===== config.mk =====
export PLATFORM = sky130hd
export DESIGN_NAME = busca_instrucao_flat
export DESIGN_NICKNAME = d
export VERILOG_FILES = /design/src/rtl/busca_instrucao_pkg.sv /design/src/rtl/busca_instrucao_if.sv /design/src/rtl/busca_instrucao.sv /design/src/flat_wrapper.sv
export SDC_FILE = /design/constraint.sdc
export NUM_CORES = 1
export LEC_CHECK = 0
export CAP_MARGIN = 20
export CORE_UTILIZATION = 40
export CTS_BUF_LIST = sky130_fd_sc_hd__clkbuf_8 sky130_fd_sc_hd__clkbuf_16
export CTS_CLUSTER_DIAMETER = 40
export DETAILED_ROUTE_END_ITERATION = 10
export GPL_TIMING_DRIVEN = 0
export PLACE_DENSITY = 0.72
export SYNTH_ARGS = -nofsm -noshare
export SYNTH_HDL_FRONTEND = slang
export SYNTH_SLANG_ARGS = --single-unit

===== constraint.sdc =====
create_clock -name clock -period 5.75 [get_ports clock]
set_input_delay 1.725 -clock clock [delete_from_list [all_inputs] [get_ports clock]]
set_output_delay 1.725 -clock clock [all_outputs]
set_load 0.02 [all_outputs]

===== src/rtl/busca_instrucao_pkg.sv =====
// Shared processor definitions for the instruction-fetch stage: widths,
// fetch FSM state encoding and the default memory-timeout budget.
package busca_instrucao_pkg;

    localparam int ADDR_W          = 16;
    localparam int INSTR_W         = 32;
    localparam int CNT_W           = 5;
    localparam int TIMEOUT_DEFAULT = 16;

    typedef enum logic [1:0] {
        OCIOSO  = 2'b00,
        BUSCA   = 2'b01,
        ENTREGA = 2'b10,
        ERRO    = 2'b11
    } estado_t;

endpackage : busca_instrucao_pkg


===== src/rtl/busca_instrucao_if.sv =====
// Instruction-memory request/response bus between the fetch stage and memory.
interface busca_instrucao_if;
    import busca_instrucao_pkg::*;

    logic               mem_req;
    logic [ADDR_W-1:0]  mem_endereco;
    logic               mem_ack;
    logic [INSTR_W-1:0] mem_dado;

    modport master (
        output mem_req,
        output mem_endereco,
        input  mem_ack,
        input  mem_dado
    );

    modport slave (
        input  mem_req,
        input  mem_endereco,
        output mem_ack,
        output mem_dado
    );

endinterface : busca_instrucao_if


===== src/rtl/busca_instrucao.sv =====
// Instruction-fetch stage: issues one memory read per controlePC request,
// latches the instruction, advances pc and defers jumps until the fetch lands.
module busca_instrucao
    import busca_instrucao_pkg::*;
#(
    parameter int TIMEOUT = TIMEOUT_DEFAULT
) (
    input  logic               clock,
    input  logic               reset,
    input  logic               controlePC,
    input  logic               saltar,
    input  logic [ADDR_W-1:0]  endereco_salto,
    busca_instrucao_if.master  mem,
    output logic [INSTR_W-1:0] instrucao,
    output logic               instr_valida,
    output logic [ADDR_W-1:0]  pc,
    output logic [ADDR_W-1:0]  pc_link,
    output logic               ocupado,
    output logic               erro_timeout
);

    estado_t            state_q, state_d;
    logic [ADDR_W-1:0]  pc_q, pc_d;
    logic [ADDR_W-1:0]  pc_link_q, pc_link_d;
    logic [INSTR_W-1:0] instr_q, instr_d;
    logic               pend_q, pend_d;
    logic [ADDR_W-1:0]  pend_addr_q, pend_addr_d;
    logic [CNT_W-1:0]   cnt_q, cnt_d;
    logic [ADDR_W-1:0]  pc_inc;

    assign pc_inc = pc_q + 1'b1;

    // NOTE: state registers use non-blocking assignments so every flop samples
    // the pre-edge values, independent of statement order.
    always_ff @(posedge clock or posedge reset) begin
        if (reset) begin
            state_q     <= OCIOSO;
            pc_q        <= '0;
            pc_link_q   <= 16'h0001;
            instr_q     <= '0;
            pend_q      <= 1'b0;
            pend_addr_q <= '0;
            cnt_q       <= '0;
        end else begin
            state_q     <= state_d;
            pc_q        <= pc_d;
            pc_link_q   <= pc_link_d;
            instr_q     <= instr_d;
            pend_q      <= pend_d;
            pend_addr_q <= pend_addr_d;
            cnt_q       <= cnt_d;
        end
    end

    // NOTE: every next-state signal gets a hold default first, so no path
    // through the case can leave one unassigned and infer a latch.
    always_comb begin
        state_d     = state_q;
        pc_d        = pc_q;
        pc_link_d   = pc_link_q;
        instr_d     = instr_q;
        pend_d      = pend_q;
        pend_addr_d = pend_addr_q;
        cnt_d       = cnt_q;

        case (state_q)
            OCIOSO: begin
                // A same-cycle jump retargets pc, so the new fetch reads the jump target.
                if (saltar) pc_d = endereco_salto;
                if (controlePC) begin
                    state_d = BUSCA;
                    cnt_d   = '0;
                end
            end

            BUSCA: begin
                if (saltar) begin
                    pend_d      = 1'b1;
                    pend_addr_d = endereco_salto;
                end
                if (mem.mem_ack) begin
                    instr_d   = mem.mem_dado;
                    pc_link_d = pc_inc;
                    if (saltar)      pc_d = endereco_salto;
                    else if (pend_q) pc_d = pend_addr_q;
                    else             pc_d = pc_inc;
                    pend_d  = 1'b0;
                    state_d = ENTREGA;
                end else if (cnt_q == CNT_W'(TIMEOUT - 1)) begin
                    state_d = ERRO;
                end else begin
                    cnt_d = cnt_q + 1'b1;
                end
            end

            ENTREGA: begin
                if (saltar) begin
                    pc_d   = endereco_salto;
                    pend_d = 1'b0;
                end
                state_d = OCIOSO;
            end

            default: ; // ERRO holds until reset
        endcase
    end

    assign mem.mem_req      = (state_q == BUSCA);
    assign mem.mem_endereco = pc_q;
    assign instrucao        = instr_q;
    assign instr_valida     = (state_q == ENTREGA);
    assign pc               = pc_q;
    assign pc_link          = pc_link_q;
    assign ocupado          = (state_q != OCIOSO);
    assign erro_timeout     = (state_q == ERRO);

endmodule : busca_instrucao

===== src/flat_wrapper.sv =====
// flat-port wrapper written by rule: the top's interface ports become plain ports
module busca_instrucao_flat import busca_instrucao_pkg::*;
#(
    parameter int TIMEOUT = TIMEOUT_DEFAULT
)
  (clock, reset, controlePC, saltar, endereco_salto, instrucao, instr_valida, pc, pc_link, ocupado, erro_timeout, mem_mem_req, mem_mem_endereco, mem_mem_ack, mem_mem_dado);
  busca_instrucao_if mem_i ();
  input  logic clock;
  input  logic reset;
  input  logic controlePC;
  input  logic saltar;
  input  logic [ADDR_W-1:0] endereco_salto;
  output logic [INSTR_W-1:0] instrucao;
  output logic instr_valida;
  output logic [ADDR_W-1:0] pc;
  output logic [ADDR_W-1:0] pc_link;
  output logic ocupado;
  output logic erro_timeout;
  output wire logic [$bits(mem_i.mem_req)-1:0] mem_mem_req;
  output wire logic [$bits(mem_i.mem_endereco)-1:0] mem_mem_endereco;
  input wire logic [$bits(mem_i.mem_ack)-1:0] mem_mem_ack;
  input wire logic [$bits(mem_i.mem_dado)-1:0] mem_mem_dado;
  assign mem_mem_req = mem_i.mem_req;
  assign mem_mem_endereco = mem_i.mem_endereco;
  assign mem_i.mem_ack = mem_mem_ack;
  assign mem_i.mem_dado = mem_mem_dado;
  busca_instrucao #(.TIMEOUT(TIMEOUT)) u_core (.clock(clock), .reset(reset), .controlePC(controlePC), .saltar(saltar), .endereco_salto(endereco_salto), .mem(mem_i), .instrucao(instrucao), .instr_valida(instr_valida), .pc(pc), .pc_link(pc_link), .ocupado(ocupado), .erro_timeout(erro_timeout));
endmodule

==> After elaboration in Yosys (flattened, before gate mapping) <==
Cells that the tools add are included.
{ "op_classes": {"n_reduce_logical": 13, "bitwise_logic": 0, "n_mux": 17, "shift": 0, "n_div": 0, "mul": 0, "eq_ne": 12, "n_addsub": 2, "n_lt_le_gt_ge": 0} }
{ "op_table": {"columns": ["cell", "n"], "rows": [
  ["two-way mux 16 bit", 4],
  ["one-hot mux 16 bit (2 select lines)", 1],
  ["adder 16 x 1 -> 16 bit (second input constant)", 1],
  ["two-way mux 5 bit", 3],
  ["one-hot mux 5 bit (2 select lines)", 1],
  ["AND reduction 3 bit", 3],
  ["inequality test 2 bit (second input constant)", 4],
  ["nonzero test 2 bit", 4],
  ["two-way mux 2 bit", 3],
  ["one-hot mux 2 bit (3 select lines)", 1],
  ["adder 5 x 1 -> 5 bit (second input constant)", 1],
  ["equality test 5 x 4 -> 1 bit (second input constant)", 1],
  ["equality test 2 bit (second input constant)", 2],
  ["inequality test 2 x 1 -> 1 bit (second input constant)", 2],
  ["AND reduction 2 bit", 2],
  ["AND reduction 4 bit", 1],
  ["two-way mux 1 bit", 3],
  ["inequality test 3 x 1 -> 1 bit (second input constant)", 1],
  ["inequality test 3 x 2 -> 1 bit (second input constant)", 1],
  ["nonzero test 3 bit", 1],
  ["equality test 2 x 1 -> 1 bit (second input constant)", 1],
  ["zero test 2 bit", 1],
  ["one-hot mux 1 bit (2 select lines)", 1],
  ["OR reduction 2 bit", 1]
]} }
{ "totals": {"elab_cells": 51, "mem_bits_ro": 0, "input_bits": 53, "memories": 0, "regBits": 88, "ramBits": 0, "latchBits": 0, "output_inout_bits": 84} }

==> Longest topological paths before layout <==
Gate-level depths: netlist of run 1.
{ "depth": {"word_depth": 5, "mapped_depth": 7, "depth_no_buf": 7} }

==> Worst setup path after synthesis of run 1 <==
No wires, ideal clock.
{ "synth_path": {"path_kind": "in2reg", "from": "input port mem_mem_ack", "to": "register u_core.pc_q[4] (netlist: u_core.mem.mem_endereco[4])", "path_slack_ns": 3.014, "arrival_time_ns": 2.610, "t_required_ns": 5.624, "stages": 5, "path_cell_list": "nand3b_1 -> and2_1 -> clkbuf_1 -> buf_2 -> a221o_1"} }
{ "synth_via": {"elab_chain_len": 2} }
{ "synth_lines": {"columns": ["element", "line", "rtl"], "rows": [
  ["start, declared", "flat_wrapper.sv:21", "input wire logic [$bits(mem_i.mem_ack)-1:0] mem_mem_ack;"],
  ["inequality test 2 x 1 -> 1 bit (no line)", null, null],
  ["AND reduction 3 bit (no line)", null, null],
  ["end signal, assigned", "busca_instrucao.sv:46", "pc_q <= pc_d;"],
  ["end, declared", "busca_instrucao.sv:23", "logic [ADDR_W-1:0] pc_q, pc_d;"]
]} }
No other way between the ends.
A chain may end at the register's enable or synchronous reset.

==> Worst setup path after layout of run 1 <==
{ "layout_path": {"from": "register u_core.state_q[0]", "to": "output port erro_timeout"} }
{ "layout_via": {"elab_chain_len": 1} }
{ "layout_lines": {"columns": ["element", "line", "rtl"], "rows": [
  ["start, declared", "busca_instrucao.sv:22", "estado_t state_q, state_d;"],
  ["start signal, assigned", "busca_instrucao.sv:45", "state_q <= state_d;"],
  ["equality test 2 bit", "busca_instrucao.sv:115", "assign erro_timeout = (state_q == ERRO);"],
  ["end, declared", "flat_wrapper.sv:18", "output logic erro_timeout;"]
]} }
No other way between the ends.

==> results of run 1 <==
registers in the layout, summed over array words and instances, names as in the netlist:
signal,count
u_core.cnt_q,5
u_core.instrucao,32
u_core.state_q,2
u_core.pc_link,16
u_core.pend_addr_q,16
u_core.mem.mem_endereco,16
u_core.pend_q,1
final timing paths:
check	slack, ps	to	start	cells after the start
min in group asynchronous	1730	u_core.instrucao[25]	reset	2
worst min register to register	480	u_core.pc_link[12]	u_core.pc_link[12]	2
worst max-delay path	2120	erro_timeout	u_core.state_q[0]	3
max in group asynchronous	3350	u_core.pc_link[0]	reset	3
worst min-delay path	480	u_core.pc_link[12]	u_core.pc_link[12]	2
worst max register to register	3810	u_core.mem.mem_endereco[9]	u_core.state_q[1]	5
stage by stage:
| stage | area [µm²] | cells | setup slack (ps) |
|---|---|---|---|
| floorplan | 4320 | 385 | 1750 |
| global placement | 5860 | 657 | 354 |
| detailed placement | 5890 | 658 | 2000 |
| CTS | 6080 | 674 | 2120 |
| global route | 6080 | 674 | 2010 |
| finish | 6080 | 674 | 2120 |
final cells by class:
cell class,count,area (µm²)
Multi-Input combinational cell,245,1850
Inverter,15,58.8
Sequential cell,88,2200
Buffer,37,216
Clock buffer,10,138
Fill cell,900,4330
Clock inverter,6,61.3
Tap cell,136,170
Timing Repair Buffer,137,1390
power groups by stage:
stage / sequential (mW) / clock, mW / combinational, mW
6_report: 1.18 / 0.432 / 1.93
5_1_grt: 1.23 / 0.466 / 2.08
4_1_cts: 1.19 / 0.442 / 1.95
3_5_place_dp: 1.20 / 0 / 1.94
3_3_place_gp: 1.17 / 0 / 1.90
2_1_floorplan: 1.42 / 0 / 0.879
tightest hold or removal path: cells and delay by family, from the launching register on:
family           cells  cell delay, ps
AO/OA/AOI/OAI        1              60
AND/OR/NAND/NOR      1              40
flip-flops           1             350
routing by layer:
| metal | track usage (%) | up-vias |
|---|---|---|
| met5 | 0 | - |
| met4 | 7.24 | 0 |
| met3 | 4.35 | 13 |
| met2 | 33.6 | 121 |
| met1 | 25.4 | 1648 |
| li1 | - | 1644 |
layout by cell type, fill, tap and decap left out, types with 2 or more instances in the layout:
cell,netlist,final
and3_1,4,4
clkdlybuf4s50_1,0,136
dfrtp_1,87,87
buf_2,8,8
o211ai_1,5,5
clkbuf_8,0,10
mux2_2,51,51
nor2b_1,4,4
nor3_1,13,13
nor4_4,3,3
buf_4,16,16
ha_1,3,3
nand3_4,2,2
nor2_1,13,13
a211oi_1,4,4
a221o_1,2,2
o31ai_1,3,3
a221oi_1,2,2
mux2i_1,3,3
and2_1,2,2
a21oi_1,19,19
nor4_2,3,3
and4_1,3,3
o21a_1,4,4
clkinvlp_4,0,2
nand2_1,31,31
inv_1,15,16
xor2_1,4,4
nor4_1,2,2
nand3_1,7,7
clkbuf_1,11,11
o21ai_0,23,23
nor3b_1,4,4
nand2b_1,3,3
xnor2_1,8,8
o2bb2ai_1,2,2
nor3_2,2,2
kinds of logic after synthesis:
logic type / after synthesis / synth area share, %
buf+inv: 52 / 6.31
xor+xnor: 12 / 2.43
compound gates: 72 / 10.4
simple gates: 104 / 15.1
mux: 54 / 14.0
fa+ha+maj: 3 / 0.868
flops: 88 / 51.0
==> results.yml, run 1 <==
status:
  status: "finished, final reports clean"
detailed_routing:
  avgViaCountPerCell: 5.08
  drt-met1-wl_um: 4570
  drtPass1Iterations: 4
  dr.first_iter.drc_count: 125
  wl_per_cell_um: 15.7
  wl_um: 10600
  topRoutingLayerUsed: "met4"
  drc: 0
  dr_total_vias: 3426
  wl_met2_um: 5220
  dr_wl_met3_um: 630
  ant_nets: 0
setup_path:
  critPathSlowestCell: "clkdlybuf4s50_1"
  critical_path_class: "reg -> out"
  crit_required_ps: 4030
  slowest_delay_ps: 620
  crit_chain: "clkbuf_1, and2_1, clkdlybuf4s50_1"
  critPathTopFamily: "buffers and inverters"
  arrival_ps: 1900
  critPathMaxFanout: 10
  cp_num_buf_inv: 2
  worst_setup_path_start_kind: "flip-flop"
  cp-end-kind: "output port"
yosys:
  synth_nets: 441
  synth_area_mm2: 0.00432
  yosys.area.top_type: "dfrtp_1"
  yosys.cell_types.count: 53
  ys_seq_elements: 88
  synth_edf_count: 0
  syn_area_per_cell_um2: 11.2
  ys_async_sr_fraction_pct: 100
  synth_area_leaders: "dfrtp_1 (50%), mux2_2 (13%), buf_4 (2.8%)"
  synth_seq_area_share_pct: 51.0
  netlist_instances: 385
  netlist.area_leader.share_pct: 50.3
  yosys.cell_count.top_type: "dfrtp_1"
  ys.flop_type: "dfrtp_1"
  synth-warning-count: 0
  netlist_top_cells_count: "dfrtp_1 (87), mux2_2 (51), nand2_1 (31), o21ai_0 (23), a21oi_1 (19)"
cts:
  ctsHtreeMaxLevel: 3
  cts.sinks: 88
  cts_tree: "yes"
  cts_setup_buffers: 0
  cts_resized: 0
  clk_pin_slew_ps: 90
  clockBufferDepth: 2
  clkLatencyLatePin_ps: 360
  cts_made_buffers: 9
  postCtsHoldBufs: 0
  cts_root_buffer: "clkbuf_8"
pwr:
  p_switching_mw: 1.43
  p_total_mw: 3.54
  vdd_drop_max_v: 0.000246
  clkPwrFrac_pct: 12.2
  pwr-share-comb_pct: 54.4
  cellInternalPower_mw: 2.11
  swShare_pct: 40.3
  power_density_mw_per_mm2: 582
  p_leak_nw: 2.53
  p_seq_share_pct: 33.4
floorplanning:
  io_pins: 137
  die_x_um: 106
  die_y_um: 106
  start_util_pct: 41.5
  rows: 37
  dieArea_mm2: 0.0112
  core_area_mm2: 0.0104
grt:
  first_global_vias: 3476
  grt_max_degree: 53
  grtUsageTotal_pct: 20.0
  antenna_found_initial: 0
  grt_pass1_wl_um: 17500
  grt_overflow: 0
sta:
  tightest_slew_ps: 538
  skew_ps: 14.7
  max_freq_ghz: 0.276
  timing.final.crit_share_pct: 63.1
  tns_ps: 0
  drv_slew: 0
  relSlewSlack_pct: 64.1
  rsz0062_at_grt: "false"
  finalHoldViolations: 0
  setup_viol: 0
  whs_ps: 485
  period_needed_ps: 3630
place:
  io_buffers: 136
  gp_congestion: 0.837
  dp_hpwl_um: 8040
hold_path:
  hold_path.class: "reg -> reg"
flow_run:
  cap_violations: 0
layout:
  area_growth_pct: 40.7
  post-route-util_pct: 58.4
  antenna_cells: 0
  drive_gt1_share_pct: 20.3
  fin_nets: 589
(Power assumes the default switching activity.)
==> run 2: changes to the inputs <==
--- a/config.mk
+++ b/config.mk
@@ -11,7 +11,7 @@
 export CTS_CLUSTER_DIAMETER = 40
 export DETAILED_ROUTE_END_ITERATION = 10
 export GPL_TIMING_DRIVEN = 0
-export PLACE_DENSITY = 0.72
+export PLACE_DENSITY = 0.74
 export SYNTH_ARGS = -nofsm -noshare
 export SYNTH_HDL_FRONTEND = slang
 export SYNTH_SLANG_ARGS = --single-unit
==> constraint.sdc (replaced) <==
create_clock -name clock -period 3.3 [get_ports clock]
set_input_delay 0.99 -clock clock [delete_from_list [all_inputs] [get_ports clock]]
set_output_delay 0.99 -clock clock [all_outputs]
set_load 0.02 [all_outputs]
==> results.yml, run 2 (same netlist as run 1, synthesis figures left out) <==
setup_path:
  worst_setup_path_start_kind: "flip-flop"
  cp_num_buf_inv: 2
  crit_required_ps: 2310
  cp-end-kind: "output port"
  slowest_delay_ps: 590
  rrSetupSlack_ps: 1290
  critPathTopFamily: "buffers and inverters"
  arrival_ps: 1870
  crit_chain: "clkbuf_1, and2_1, clkdlybuf4s50_1"
  critPathSlowestCell: "clkdlybuf4s50_1"
  critPathMaxFanout: 10
  critical_path_class: "reg -> out"
place:
  placedCellCount: 658
  detailed_place.area_mm2: 0.00589
  gp_congestion: 0.830
  dp_hpwl_um: 7980
  io_buffers: 136
sta:
  period_needed_ps: 2860
  setup_viol: 0
  skew_ps: 6.92
  drv_slew: 0
  finalHoldViolations: 0
  rsz0062_at_grt: "false"
  relSlewSlack_pct: 60.3
  timing.final.crit_share_pct: 86.6
  tightest_slew_ps: 595
  max_freq_ghz: 0.350
detailed_routing:
  drc: 0
  dr_wl_met3_um: 598
  wl_per_cell_um: 16.2
  wl_um: 10900
  ant_nets: 0
  topRoutingLayerUsed: "met4"
  dr.first_iter.drc_count: 174
  avgViaCountPerCell: 5.17
  dr_total_vias: 3481
  wl_met2_um: 5480
  drtPass1Iterations: 4
  drt-met1-wl_um: 4630
grt:
  grt_overflow: 0
  grt_max_degree: 58
  first_global_vias: 3649
  grt_pass1_wl_um: 18000
  antenna_found_initial: 0
  grtUsageTotal_pct: 20.6
layout:
  largest_reg_flops: 32
  antenna_cells: 0
  area_growth_pct: 40.8
  final_common_cell: "clkdlybuf4s50_1"
  drive_gt1_share_pct: 19.9
  stdcell_area_mm2: 0.00609
  most-common-layout-cells: "clkdlybuf4s50_1 (136), dfrtp_1 (87), mux2_2 (51), nand2_1 (31), o21ai_0 (23)"
  stdcell_count: 673
  fin_nets: 589
cts:
  clockBufferDepth: 2
  ctsHtreeMaxLevel: 3
  cts_made_buffers: 9
  postCtsHoldBufs: 0
  cts_root_buffer: "clkbuf_8"
  clkLatencyLatePin_ps: 350
  cts_tree: "yes"
  cts.sinks: 88
  cts_resized: 0
  clk_pin_slew_ps: 80
  cts_setup_buffers: 0
pwr:
  p_leak_nw: 2.54
  vdd_drop_max_v: 0.000420
  power_density_mw_per_mm2: 1020
  p_total_mw: 6.23
floorplanning:
  core_area_mm2: 0.0104
  io_pins: 137
  start_util_pct: 41.5
  die_y_um: 106
  rows: 37
  dieArea_mm2: 0.0112
  die_x_um: 106
hold_path:
  hold_path.class: "reg -> reg"
status:
  status: "finished, final reports clean"
flow_run:
  cap_violations: 0
-- run 2: final cells by class --
cell class                      count  area [µm²]
Buffer                             37         216
Clock buffer                        9         124
Clock inverter                      6        78.8
Fill cell                         911        4330
Inverter                           15        58.8
Multi-Input combinational cell    245        1850
Sequential cell                    88        2200
Tap cell                          136         170
Timing Repair Buffer              137        1390
-- run 2: path summary, 6_finish.rpt --
path,startpoint,endpoint,depth (start not counted)
setup reg to reg,u_core.state_q[1],u_core.mem.mem_endereco[9],5
min in group asynchronous,reset,u_core.instrucao[11],2
max in group asynchronous,reset,u_core.pc_link[0],3
setup / recovery,u_core.state_q[0],erro_timeout,3
hold / removal,u_core.cnt_q[4],u_core.cnt_q[4],2
hold reg to reg,u_core.cnt_q[4],u_core.cnt_q[4],2
-- run 2: stage by stage --
| step | worst slack (ps) | util, % | hold slack [ps] | TNS [ps] |
|---|---|---|---|---|
| 2_1_floorplan | 33.1 | - | 450 | 0 |
| 3_3_place_gp | -1410 | 56.2 | 463 | -122400 |
| 3_5_place_dp | 227 | 56.5 | 469 | 0 |
| 4_1_cts | 444 | 58.5 | 488 | 0 |
| 5_1_grt | 277 | 58.5 | 513 | 0 |
| 6_report | 443 | 58.5 | 479 | 0 |
-- run 2: report_power, final --
group	switching, mW	total, mW	leakage, nW	internal [mW]
clock network	0.368	0.782	0.109	0.415
registers	0.453	2.06	1.06	1.61
logic	1.68	3.38	1.37	1.71
total	2.50	6.23	2.54	3.73
-- run 2: tightest hold or removal path: cells and delay by family, from the launching register on --
| kind | cells | cell delay, ps |
|---|---|---|
| AOI/OAI and AO/OA | 1 | 60 |
| DFF | 1 | 340 |
| and+or+nand+nor | 1 | 40 |
-- run 2: layer usage --
layer  global-route usage, %  up-vias
met5                       0        -
met4                    7.44        0
met3                    4.41       17
met2                    34.0      122
met1                    26.7     1699
li1                        -     1643
==> run 3: changes to the inputs <==
--- a/config.mk
+++ b/config.mk
@@ -6,12 +6,12 @@
 export NUM_CORES = 1
 export LEC_CHECK = 0
 export CAP_MARGIN = 20
-export CORE_UTILIZATION = 40
+export CORE_UTILIZATION = 42
 export CTS_BUF_LIST = sky130_fd_sc_hd__clkbuf_8 sky130_fd_sc_hd__clkbuf_16
 export CTS_CLUSTER_DIAMETER = 40
 export DETAILED_ROUTE_END_ITERATION = 10
 export GPL_TIMING_DRIVEN = 0
-export PLACE_DENSITY = 0.74
+export PLACE_DENSITY = 0.77
 export SYNTH_ARGS = -nofsm -noshare
 export SYNTH_HDL_FRONTEND = slang
 export SYNTH_SLANG_ARGS = --single-unit
==> results.yml, run 3 (same netlist as run 1, synthesis figures left out) <==
pwr:
  p_switching_mw: 2.49
  cellInternalPower_mw: 3.67
  p_leak_nw: 2.53
  vdd_drop_max_v: 0.000530
  p_seq_share_pct: 33.3
  swShare_pct: 40.4
  pwr-share-comb_pct: 54.7
  power_density_mw_per_mm2: 1010
  p_total_mw: 6.16
  clkPwrFrac_pct: 12.0
sta:
  relSlewSlack_pct: 64.5
  period_needed_ps: 2870
  max_freq_ghz: 0.348
  rsz0062_at_grt: "false"
  tightest_slew_ps: 533
  setup_slack_ps: 430
  tns_ps: 0
  skew_ps: 14.8
  setup_viol: 0
  finalHoldViolations: 0
  timing.final.crit_share_pct: 87.0
  drv_slew: 0
  whs_ps: 486
cts:
  cts_resized: 0
  cts_tree: "yes"
  cts.sinks: 88
  cts_setup_buffers: 0
  cts_made_buffers: 9
  clkLatencyLatePin_ps: 350
  ctsHtreeMaxLevel: 3
  clk_pin_slew_ps: 90
  cts_root_buffer: "clkbuf_8"
  postCtsHoldBufs: 0
  clockBufferDepth: 2
detailed_routing:
  drt-met1-wl_um: 4350
  wl_um: 10400
  dr_total_vias: 3474
  dr.first_iter.drc_count: 132
  dr_wl_met3_um: 628
  drc: 0
  avgViaCountPerCell: 5.18
  ant_nets: 0
  topRoutingLayerUsed: "met4"
  wl_per_cell_um: 15.6
  drtPass1Iterations: 4
  wl_met2_um: 5370
setup_path:
  critPathMaxFanout: 8
  slowest_delay_ps: 660
  critical_path_class: "reg -> out"
  arrival_ps: 1880
  timing.rr.end: "u_core.mem.mem_endereco[9]"
  crit_chain: "nor2b_1, clkbuf_1, clkdlybuf4s50_1"
  ff2ff_path_depth: 5
  critPathSlowestCell: "clkdlybuf4s50_1"
  r2r_start: "u_core.state_q[1]"
  worst_setup_path_start_kind: "flip-flop"
  crit_required_ps: 2310
  rrSetupSlack_ps: 1340
  cp-end-kind: "output port"
grt:
  antenna_found_initial: 0
  grt_max_degree: 71
  grt_overflow: 0
  grtUsageTotal_pct: 20.8
  grt_pass1_wl_um: 16800
  first_global_vias: 3391
floorplanning:
  start_util_pct: 43.8
  dieArea_mm2: 0.0107
  die_x_um: 103
  io_pins: 137
  die_y_um: 103
  rows: 36
  core_area_mm2: 0.00986
layout:
  fin_nets: 589
  largest_reg_flops: 32
  stdcell_area_mm2: 0.00608
  antenna_cells: 0
  stdcell_count: 671
  post-route-util_pct: 61.6
  final_common_cell: "clkdlybuf4s50_1"
  most-common-layout-cells: "clkdlybuf4s50_1 (136), dfrtp_1 (87), mux2_2 (51), nand2_1 (31), o21ai_0 (23)"
  drive_gt1_share_pct: 20.4
  area_growth_pct: 40.5
hold_path:
  hold_path_end: "u_core.pc_link[0]"
  min_from: "u_core.pc_link[0]"
  whs_path_depth: 2
  hold_path.class: "reg -> reg"
flow_run:
  cap_violations: 0
place:
  dp_hpwl_um: 7920
  gp_congestion: 0.826
  pre_cts_slack_ps: 321
  placedCellCount: 655
  io_buffers: 136
  detailed_place.area_mm2: 0.00588
status:
  status: "finished, final reports clean"
## run 3: worst max path at each step
stage / startpoint / end / slack [ps]
5_1_grt: u_core.state_q[0] / erro_timeout / 300
6_report: u_core.state_q[1] / mem_mem_req / 430
4_1_cts: u_core.state_q[0] / erro_timeout / 390
3_3_place_gp: reset / u_core.pc_link[13] / -1350
2_1_floorplan: reset / u_core.cnt_q[0] / 30
3_5_place_dp: mem_mem_ack / u_core.mem.mem_endereco[9] / 320
## run 3: final cells by class
cell class	count	area, µm²
buffer	37	216
tap	133	166
fill	810	3790
sequential	88	2200
timing repair buffer	137	1390
inverter	15	58.8
clock inverter	7	71.3
clock buffer	9	124
multi-input combinational	245	1850
## run 3: critical path, delay by kind of cell (launching register included)
| family | cells | cell delay [ps] |
|---|---|---|
| buffers and inverters | 2 | 910 |
| AND/OR/NAND/NOR | 1 | 160 |
| flip-flops | 1 | 470 |
## run 3: per-layer routing
layer | global-route usage (%) | up-vias
met2 | 34.9 | 115
met5 | 0 | -
met4 | 6.83 | 0
li1 | - | 1654
met3 | 4.44 | 6
met1 | 27.0 | 1699
## run 3: power by group through the flow
stage	clock (mW)	combinational, mW	sequential, mW
5_1_grt	0.803	3.66	2.14
4_1_cts	0.759	3.40	2.05
6_report	0.742	3.37	2.05
2_1_floorplan	0	1.53	2.47
3_5_place_dp	0	3.39	2.07
3_3_place_gp	0	3.32	2.04
